**config.mk**
```make
export PLATFORM = sky130hd
export DESIGN_NAME = param_select_sorter_flat
export DESIGN_NICKNAME = d
export VERILOG_FILES = /design/src/rtl/param_select_sorter_if.sv /design/src/rtl/param_select_sorter.sv /design/src/flat_wrapper.sv
export SDC_FILE = /design/constraint.sdc
export NUM_CORES = 1
export LEC_CHECK = 0
export CELL_PAD_IN_SITES_DETAIL_PLACEMENT = 0
export CELL_PAD_IN_SITES_GLOBAL_PLACEMENT = 1
export CORE_ASPECT_RATIO = 1.5
export CORE_MARGIN = 2
export CORE_UTILIZATION = 43
export CTS_CLUSTER_SIZE = 10
export DETAILED_ROUTE_END_ITERATION = 10
export GPL_TIMING_DRIVEN = 0
export PLACE_DENSITY = 0.76
export SLEW_MARGIN = 25
export SYNTH_ARGS = -nofsm -noshare
export SYNTH_HDL_FRONTEND = slang
export SYNTH_SLANG_ARGS = --single-unit
```
**constraint.sdc**
```tcl
create_clock -name clk -period 6 [get_ports clk]
set_clock_uncertainty 0.1 [all_clocks]
set_input_delay 0.6 -clock clk [delete_from_list [all_inputs] [get_ports clk]]
set_output_delay 0.6 -clock clk [all_outputs]
set_load 0.05 [all_outputs]
```
**src/rtl/param_select_sorter_if.sv**
```systemverilog
// param_select_sorter_if: host word port and sort handshake of param_select_sorter.
// Ports: start/desc/wr/addr/datain from host; dataout/ready/done (and swaps when SORT_STATS_EN) from sorter.
// master = host side, slave = sorter side.
interface param_select_sorter_if #(
  parameter int WIDTH = 8,
  parameter int DEPTH = 8
);
  localparam int AW = $clog2(DEPTH);
  logic start;
  logic desc;
  logic wr;
  logic [AW-1:0] addr;
  logic [WIDTH-1:0] datain;
  logic [WIDTH-1:0] dataout;
  logic ready;
  logic done;
`ifdef SORT_STATS_EN
  logic [AW-1:0] swaps;
`endif
  modport master (
    output start, desc, wr, addr, datain,
`ifdef SORT_STATS_EN
    input swaps,
`endif
    input dataout, ready, done
  );
  modport slave (
    input start, desc, wr, addr, datain,
`ifdef SORT_STATS_EN
    output swaps,
`endif
    output dataout, ready, done
  );
endinterface

```
**src/rtl/param_select_sorter.sv**
```systemverilog
// param_select_sorter: in-place selection sort of a DEPTH x WIDTH register file, ascending or descending.
// Ports: clk, nrst (async active-low), bus (param_select_sorter_if.slave: host word port + start/ready/done).
// Optional macro SORT_STATS_EN adds the swaps counter output.
module param_select_sorter #(
  parameter int WIDTH = 8,
  parameter int DEPTH = 8
) (
  input logic clk,
  input logic nrst,
  param_select_sorter_if.slave bus
);
  localparam int AW = $clog2(DEPTH);
  localparam logic [AW-1:0] LAST = AW'(DEPTH - 1);
  typedef enum logic [2:0] {IDLE, OUTER, SCAN, SWAP_A, SWAP_B, FINISH} state_t;
  state_t state;
  logic [WIDTH-1:0] mem [DEPTH];
  logic [AW-1:0] i, j, min_idx, nidx, wa;
  logic [WIDTH-1:0] min_val, wd;
  logic desc_q, better, we;
  // One shared write port: host write when idle, otherwise the two halves of a swap.
  always_comb begin
    better = desc_q ? mem[j] > min_val : mem[j] < min_val;
    nidx = better ? j : min_idx;
    we = (state == IDLE && !bus.start && bus.wr) || state == SWAP_A || state == SWAP_B;
    wa = state == IDLE ? bus.addr : state == SWAP_A ? min_idx : i;
    wd = state == IDLE ? bus.datain : state == SWAP_A ? mem[i] : min_val;
  end
  // Memory is deliberately not reset so a reset mid-sort leaves the partial order in place.
  always_ff @(posedge clk)
    if (nrst && we) mem[wa] <= wd;
  always_ff @(posedge clk or negedge nrst) begin
    if (!nrst) begin
      state <= IDLE;
      i <= '0;
      j <= '0;
      min_idx <= '0;
      min_val <= '0;
      desc_q <= 1'b0;
      bus.ready <= 1'b1;
      bus.done <= 1'b0;
      bus.dataout <= '0;
`ifdef SORT_STATS_EN
      bus.swaps <= '0;
`endif
    end else begin
      bus.done <= 1'b0;
      case (state)
        IDLE:
          if (bus.start) begin
            desc_q <= bus.desc;
            i <= '0;
            bus.ready <= 1'b0;
            state <= OUTER;
`ifdef SORT_STATS_EN
            bus.swaps <= '0;
`endif
          end else if (!bus.wr) bus.dataout <= mem[bus.addr];
        OUTER:
          if (i == LAST) begin
            bus.done <= 1'b1;
            state <= FINISH;
          end else begin
            min_idx <= i;
            min_val <= mem[i];
            j <= i + 1'b1;
            state <= SCAN;
          end
        SCAN: begin
          // nidx already folds in this cycle's candidate, so the swap decision sees the last entry too.
          min_idx <= nidx;
          if (better) min_val <= mem[j];
          if (j == LAST) begin
            if (nidx != i) state <= SWAP_A;
            else begin
              i <= i + 1'b1;
              state <= OUTER;
            end
          end else j <= j + 1'b1;
        end
        SWAP_A: state <= SWAP_B;
        SWAP_B: begin
          i <= i + 1'b1;
          state <= OUTER;
`ifdef SORT_STATS_EN
          bus.swaps <= bus.swaps + 1'b1;
`endif
        end
        FINISH: begin
          bus.ready <= 1'b1;
          state <= IDLE;
        end
        default: state <= IDLE;
      endcase
    end
  end
endmodule

```
**src/flat_wrapper.sv**
```systemverilog
// flat-port wrapper written by rule: the top's interface ports become plain ports
module param_select_sorter_flat 
#(
  parameter int WIDTH = 8,
  parameter int DEPTH = 8
)
  (clk, nrst, bus_start, bus_desc, bus_wr, bus_addr, bus_datain, bus_dataout, bus_ready, bus_done);
  param_select_sorter_if #(.WIDTH(WIDTH), .DEPTH(DEPTH)) bus_i ();
  input logic clk;
  input logic nrst;
  input wire logic [$bits(bus_i.start)-1:0] bus_start;
  input wire logic [$bits(bus_i.desc)-1:0] bus_desc;
  input wire logic [$bits(bus_i.wr)-1:0] bus_wr;
  input wire logic [$bits(bus_i.addr)-1:0] bus_addr;
  input wire logic [$bits(bus_i.datain)-1:0] bus_datain;
  output wire logic [$bits(bus_i.dataout)-1:0] bus_dataout;
  output wire logic [$bits(bus_i.ready)-1:0] bus_ready;
  output wire logic [$bits(bus_i.done)-1:0] bus_done;
  assign bus_i.start = bus_start;
  assign bus_i.desc = bus_desc;
  assign bus_i.wr = bus_wr;
  assign bus_i.addr = bus_addr;
  assign bus_i.datain = bus_datain;
  assign bus_dataout = bus_i.dataout;
  assign bus_ready = bus_i.ready;
  assign bus_done = bus_i.done;
  param_select_sorter #(.WIDTH(WIDTH), .DEPTH(DEPTH)) u_core (.clk(clk), .nrst(nrst), .bus(bus_i));
endmodule
```
==> results of run 1 <==
[report_power, final]
part	total [W]	switching [W]	internal, W
Sequential	0.00103	0.0000877	0.000939
Clock	0.000575	0.000272	0.000304
Combinational	0.00166	0.00102	0.000634
[critical path, stage by stage, from the launching register on]
cell and delay, ps:
dfrtp_1 380, clkbuf_1 730, clkbuf_1 690, mux4_2 400, mux2_2 290, ha_1 320, and4_1 240, a21bo_2 270
and3_4 190, nor4_1 610, nor2_1 350, clkbuf_1 320, nand2_1 130, o31ai_1 70
[kinds of logic after synthesis]
group	synth area share (%)
compound gates	8.18
fa+ha+maj	2.72
buf+inv	2.81
flops	48.9
mux	25.0
simple gates	12.4
[how the worst max path moves through the flow]
stage                     slack [ps]                 to   startpoint
final                            750  u_core.min_val[3]  u_core.j[1]
after global routing             430  u_core.min_val[6]  u_core.j[1]
after detailed placement         800  u_core.min_val[7]  u_core.j[1]
after floorplan                 1830        u_core.i[0]  u_core.j[0]
after global placement           840  u_core.min_val[4]  u_core.j[1]
after CTS                        780  u_core.min_val[7]  u_core.j[1]
[registers in the layout (all words and copies together), names as in the netlist]
register	flops
u_core.min_val	8
u_core.bus.ready	1
u_core.state	3
u_core.desc_q	1
u_core.j	3
u_core.mem	64
u_core.bus.dataout	8
u_core.i	3
u_core.min_idx	3
u_core.bus.done	1
[metrics by stage]
stage | utilization [%] | power (W)
floorplan | - | 0.00220
global placement | 47.4 | 0.00264
detailed placement | 47.7 | 0.00269
CTS | 50.0 | 0.00326
global route | 50.1 | 0.00345
finish | 50.1 | 0.00326
[cells in the final DEF (no fill, tap or decap), types with 3 or more instances in the layout]
cell             synthesis  layout
o31ai_1                  8       8
buf_2                    1       3
nor2b_1                  6       6
inv_1                   12      12
clkbuf_16                0       9
or3_1                    3       3
nand2_1                 55      55
and2_1                   7       7
dfrtp_1                 30      30
mux2i_1                 20      20
nor2_2                   0       7
edfxtp_1                64      64
nor3_1                   6       6
o21ai_0                 31      31
nor2_1                  32      25
or4_1                    4       4
ha_1                    12      12
mux4_2                  48      48
nor4_1                   3       3
nand4_1                  3       3
mux2_2                   9       9
nand3_1                  4       4
a21oi_1                  8       8
o211ai_1                 4       4
o21a_1                   3       3
clkdlybuf4s50_1          0      21
buf_1                    5       3
clkbuf_1                23      23
a22oi_1                  3       3
inv_8                    0       3
[synthesized netlist by cell type (all sizes together) (3+ instances only)]
library cell	instances
edfxtp	64
nand2	55
mux4	48
nor2	32
o21ai	31
dfrtp	30
clkbuf	23
mux2i	20
ha	12
inv	12
mux2	9
a21oi	8
o31ai	8
and2	7
nor2b	7
buf	6
nor3	6
or4	5
and3	4
nand3	4
o211ai	4
a22oi	3
nand4	3
nor4	3
o21a	3
or3	3
[layout make-up]
cell class,count,share of cell area (%)
sequential,95,43.0
multi-input combinational,300,42.8
clock buffer,10,3.81
timing repair buffer,23,3.75
tap,156,3.11
buffer,29,1.80
clock inverter,6,0.938
inverter,12,0.718
[layer usage]
layer	GRT usage, %	up-vias	wire length [um]
met5	0	-	0
met4	15.3	0	909
met3	4.01	51	618
met2	40.5	123	7960
met1	26.8	1899	5720
li1	-	1761	-
==> metrics.log, run 1 <==
[metrics] GRT Total Usage: 23.7%
[metrics] count of pins over their slew limit: 0
[metrics] syn_nets: 464
[metrics] worst setup path category: flop to flop
[metrics] clock sink total: 95
[metrics] initial core utilization: 44.1%
[metrics] r2r setup slk: 750 ps
[metrics] vertical die dimension: 143 um
[metrics] buffers from clock root to sink, at most: 2
[metrics] number of global-route vias before repair: 4042
[metrics] number of standard cells in the final layout excluding fillers: 631
[metrics] number of core rows: 50
[metrics] largest net degree at the start of global routing: 23
[metrics] leakage power summed over all cells: 2.20 nW
[metrics] Post-route DRC: 0
[metrics] count of buffers added by post-CTS timing repair for setup: 0
[metrics] number of antenna violations at the first check in global routing: 1
[metrics] Post-Layout Inst Area: 6270 um2
[metrics] cell count of the worst reg-to-reg path: 13
[metrics] Iteration-0 DRC Markers: 329
[metrics] Hold Buf Count CTS: 0
[metrics] data arrival time at the worst-slack endpoint: 5350 ps
[metrics] number of antenna-violating nets in the routed design: 0
[metrics] register cell area after layout: 2700 um2
[metrics] Yosys warning total: 0
[metrics] Clock Pin Slew Worst Setup and Hold Paths: 70 ps
[metrics] Detailed Place HPWL: 10.5 mm
[metrics] number of unique standard cell types used by synthesis: 49
[metrics] Reg2Reg Capture Point: u_core.min_val[3]
[metrics] mean post-synth cell area: 12.7 um2
[metrics] gate count of the mapped netlist: 436
[metrics] Critical Path RT: 6110 ps
[metrics] count of buffers inserted at the top-level ports: 22
[metrics] area fraction of the dominant cell type after synthesis: 34.8%
[metrics] count of maximum capacitance violations: 0
[metrics] clock tree from TritonCTS: yes
[metrics] worst slew pin tran: 1110 ps
[metrics] GR Overflow Total: 0
[metrics] critical register-to-register path startpoint: u_core.j[1]
[metrics] worst slack on hold paths: 18.5 ps
[metrics] largest vdd supply drop: 0.000227 V
[metrics] most used flip-flop cell after synthesis: edfxtp_1
[metrics] Max FO, Critical Path: 10
[metrics] Post-layout nets: 498
[metrics] number of enable flip-flop cells after synthesis: 64
[metrics] sum of routed wire length over all layers: 15.2 mm
[metrics] outcome: complete, no violations
[metrics] pwr dens: 520 nW/um2
[metrics] number of fill cells: 1090
[metrics] CTS root buf: clkbuf_16
[metrics] critical path launch point type: flop
[metrics] type of the most critical hold path: input pin to async pin
[metrics] Synth area leaders: edfxtp_1, mux4_2, dfrtp_1
[metrics] relative area change from synthesis to final layout: 13.6%
[metrics] area of combinational cells with multiple inputs: 2690 um2
[metrics] Worst Setup End Kind: flop
[metrics] latest clock arrival within the worst-skew pair: 350 ps
[metrics] sum of negative setup slack: 0 ps
[metrics] count of TritonRoute iterations in the first routing pass: 5
[metrics] Chip Width: 96.5 um
[metrics] final number of setup-violating endpoints: 0
[metrics] post-synth top area cell: edfxtp_1
[metrics] normalized max-slew margin: 25.6%
[metrics] Post-Place Cell Area: 5960 um2
[metrics] worst-case setup margin in the final layout: 754 ps
[metrics] diode count: 0
[metrics] DR vias: 3834
[metrics] first-pass GRT wire length: 22.6 mm
[metrics] top achievable clock speed: 0.191 GHz
[metrics] Hold Vio Cnt, Final: 0
[metrics] final period demand of the worst path: 5250 ps
[metrics] Post-Syn Area: 5520 um2
[metrics] number of buffers added by the clock tree synthesis step: 9
[metrics] number of H-tree branching levels: 3
[metrics] IO Count: 26
[metrics] Setup Slack @ Placement: 796 ps
[metrics] final worst-path cycle share: 87.4%
[metrics] Async S/R FF share, synth: 32.6%
[metrics] dpl cells: 615
[metrics] synthesis-stage register bit count: 95
[metrics] cells resized by post-CTS repair: 0
[metrics] fraction of final layout cells with drive strength greater than 1: 20.4%
[metrics] area enclosed by the die boundary: 13800 um2
[metrics] core area: 12500 um2
[metrics] average wire per cell in the routed design: 24.1 um
[metrics] vias per std cell: 6.08
[metrics] GP Congestion: 0.855
[metrics] sequential share of the synthesized area: 48.9%
[metrics] unrepaired setup endpoints after global routing: no
Power figures use the tool's default switching activity.
==> inputs of run 2 (changes only) <==
- CAP_MARGIN: unset -> 20
==> results of run 2 <==
Same layout as run 1: the final DEF is identical, and so are final timing and power.
==> inputs of run 3 (changes only) <==
- CTS_CLUSTER_SIZE: 10 -> 30
==> results of run 3 <==
Same layout as run 1: the final DEF is identical, and so are final timing and power.
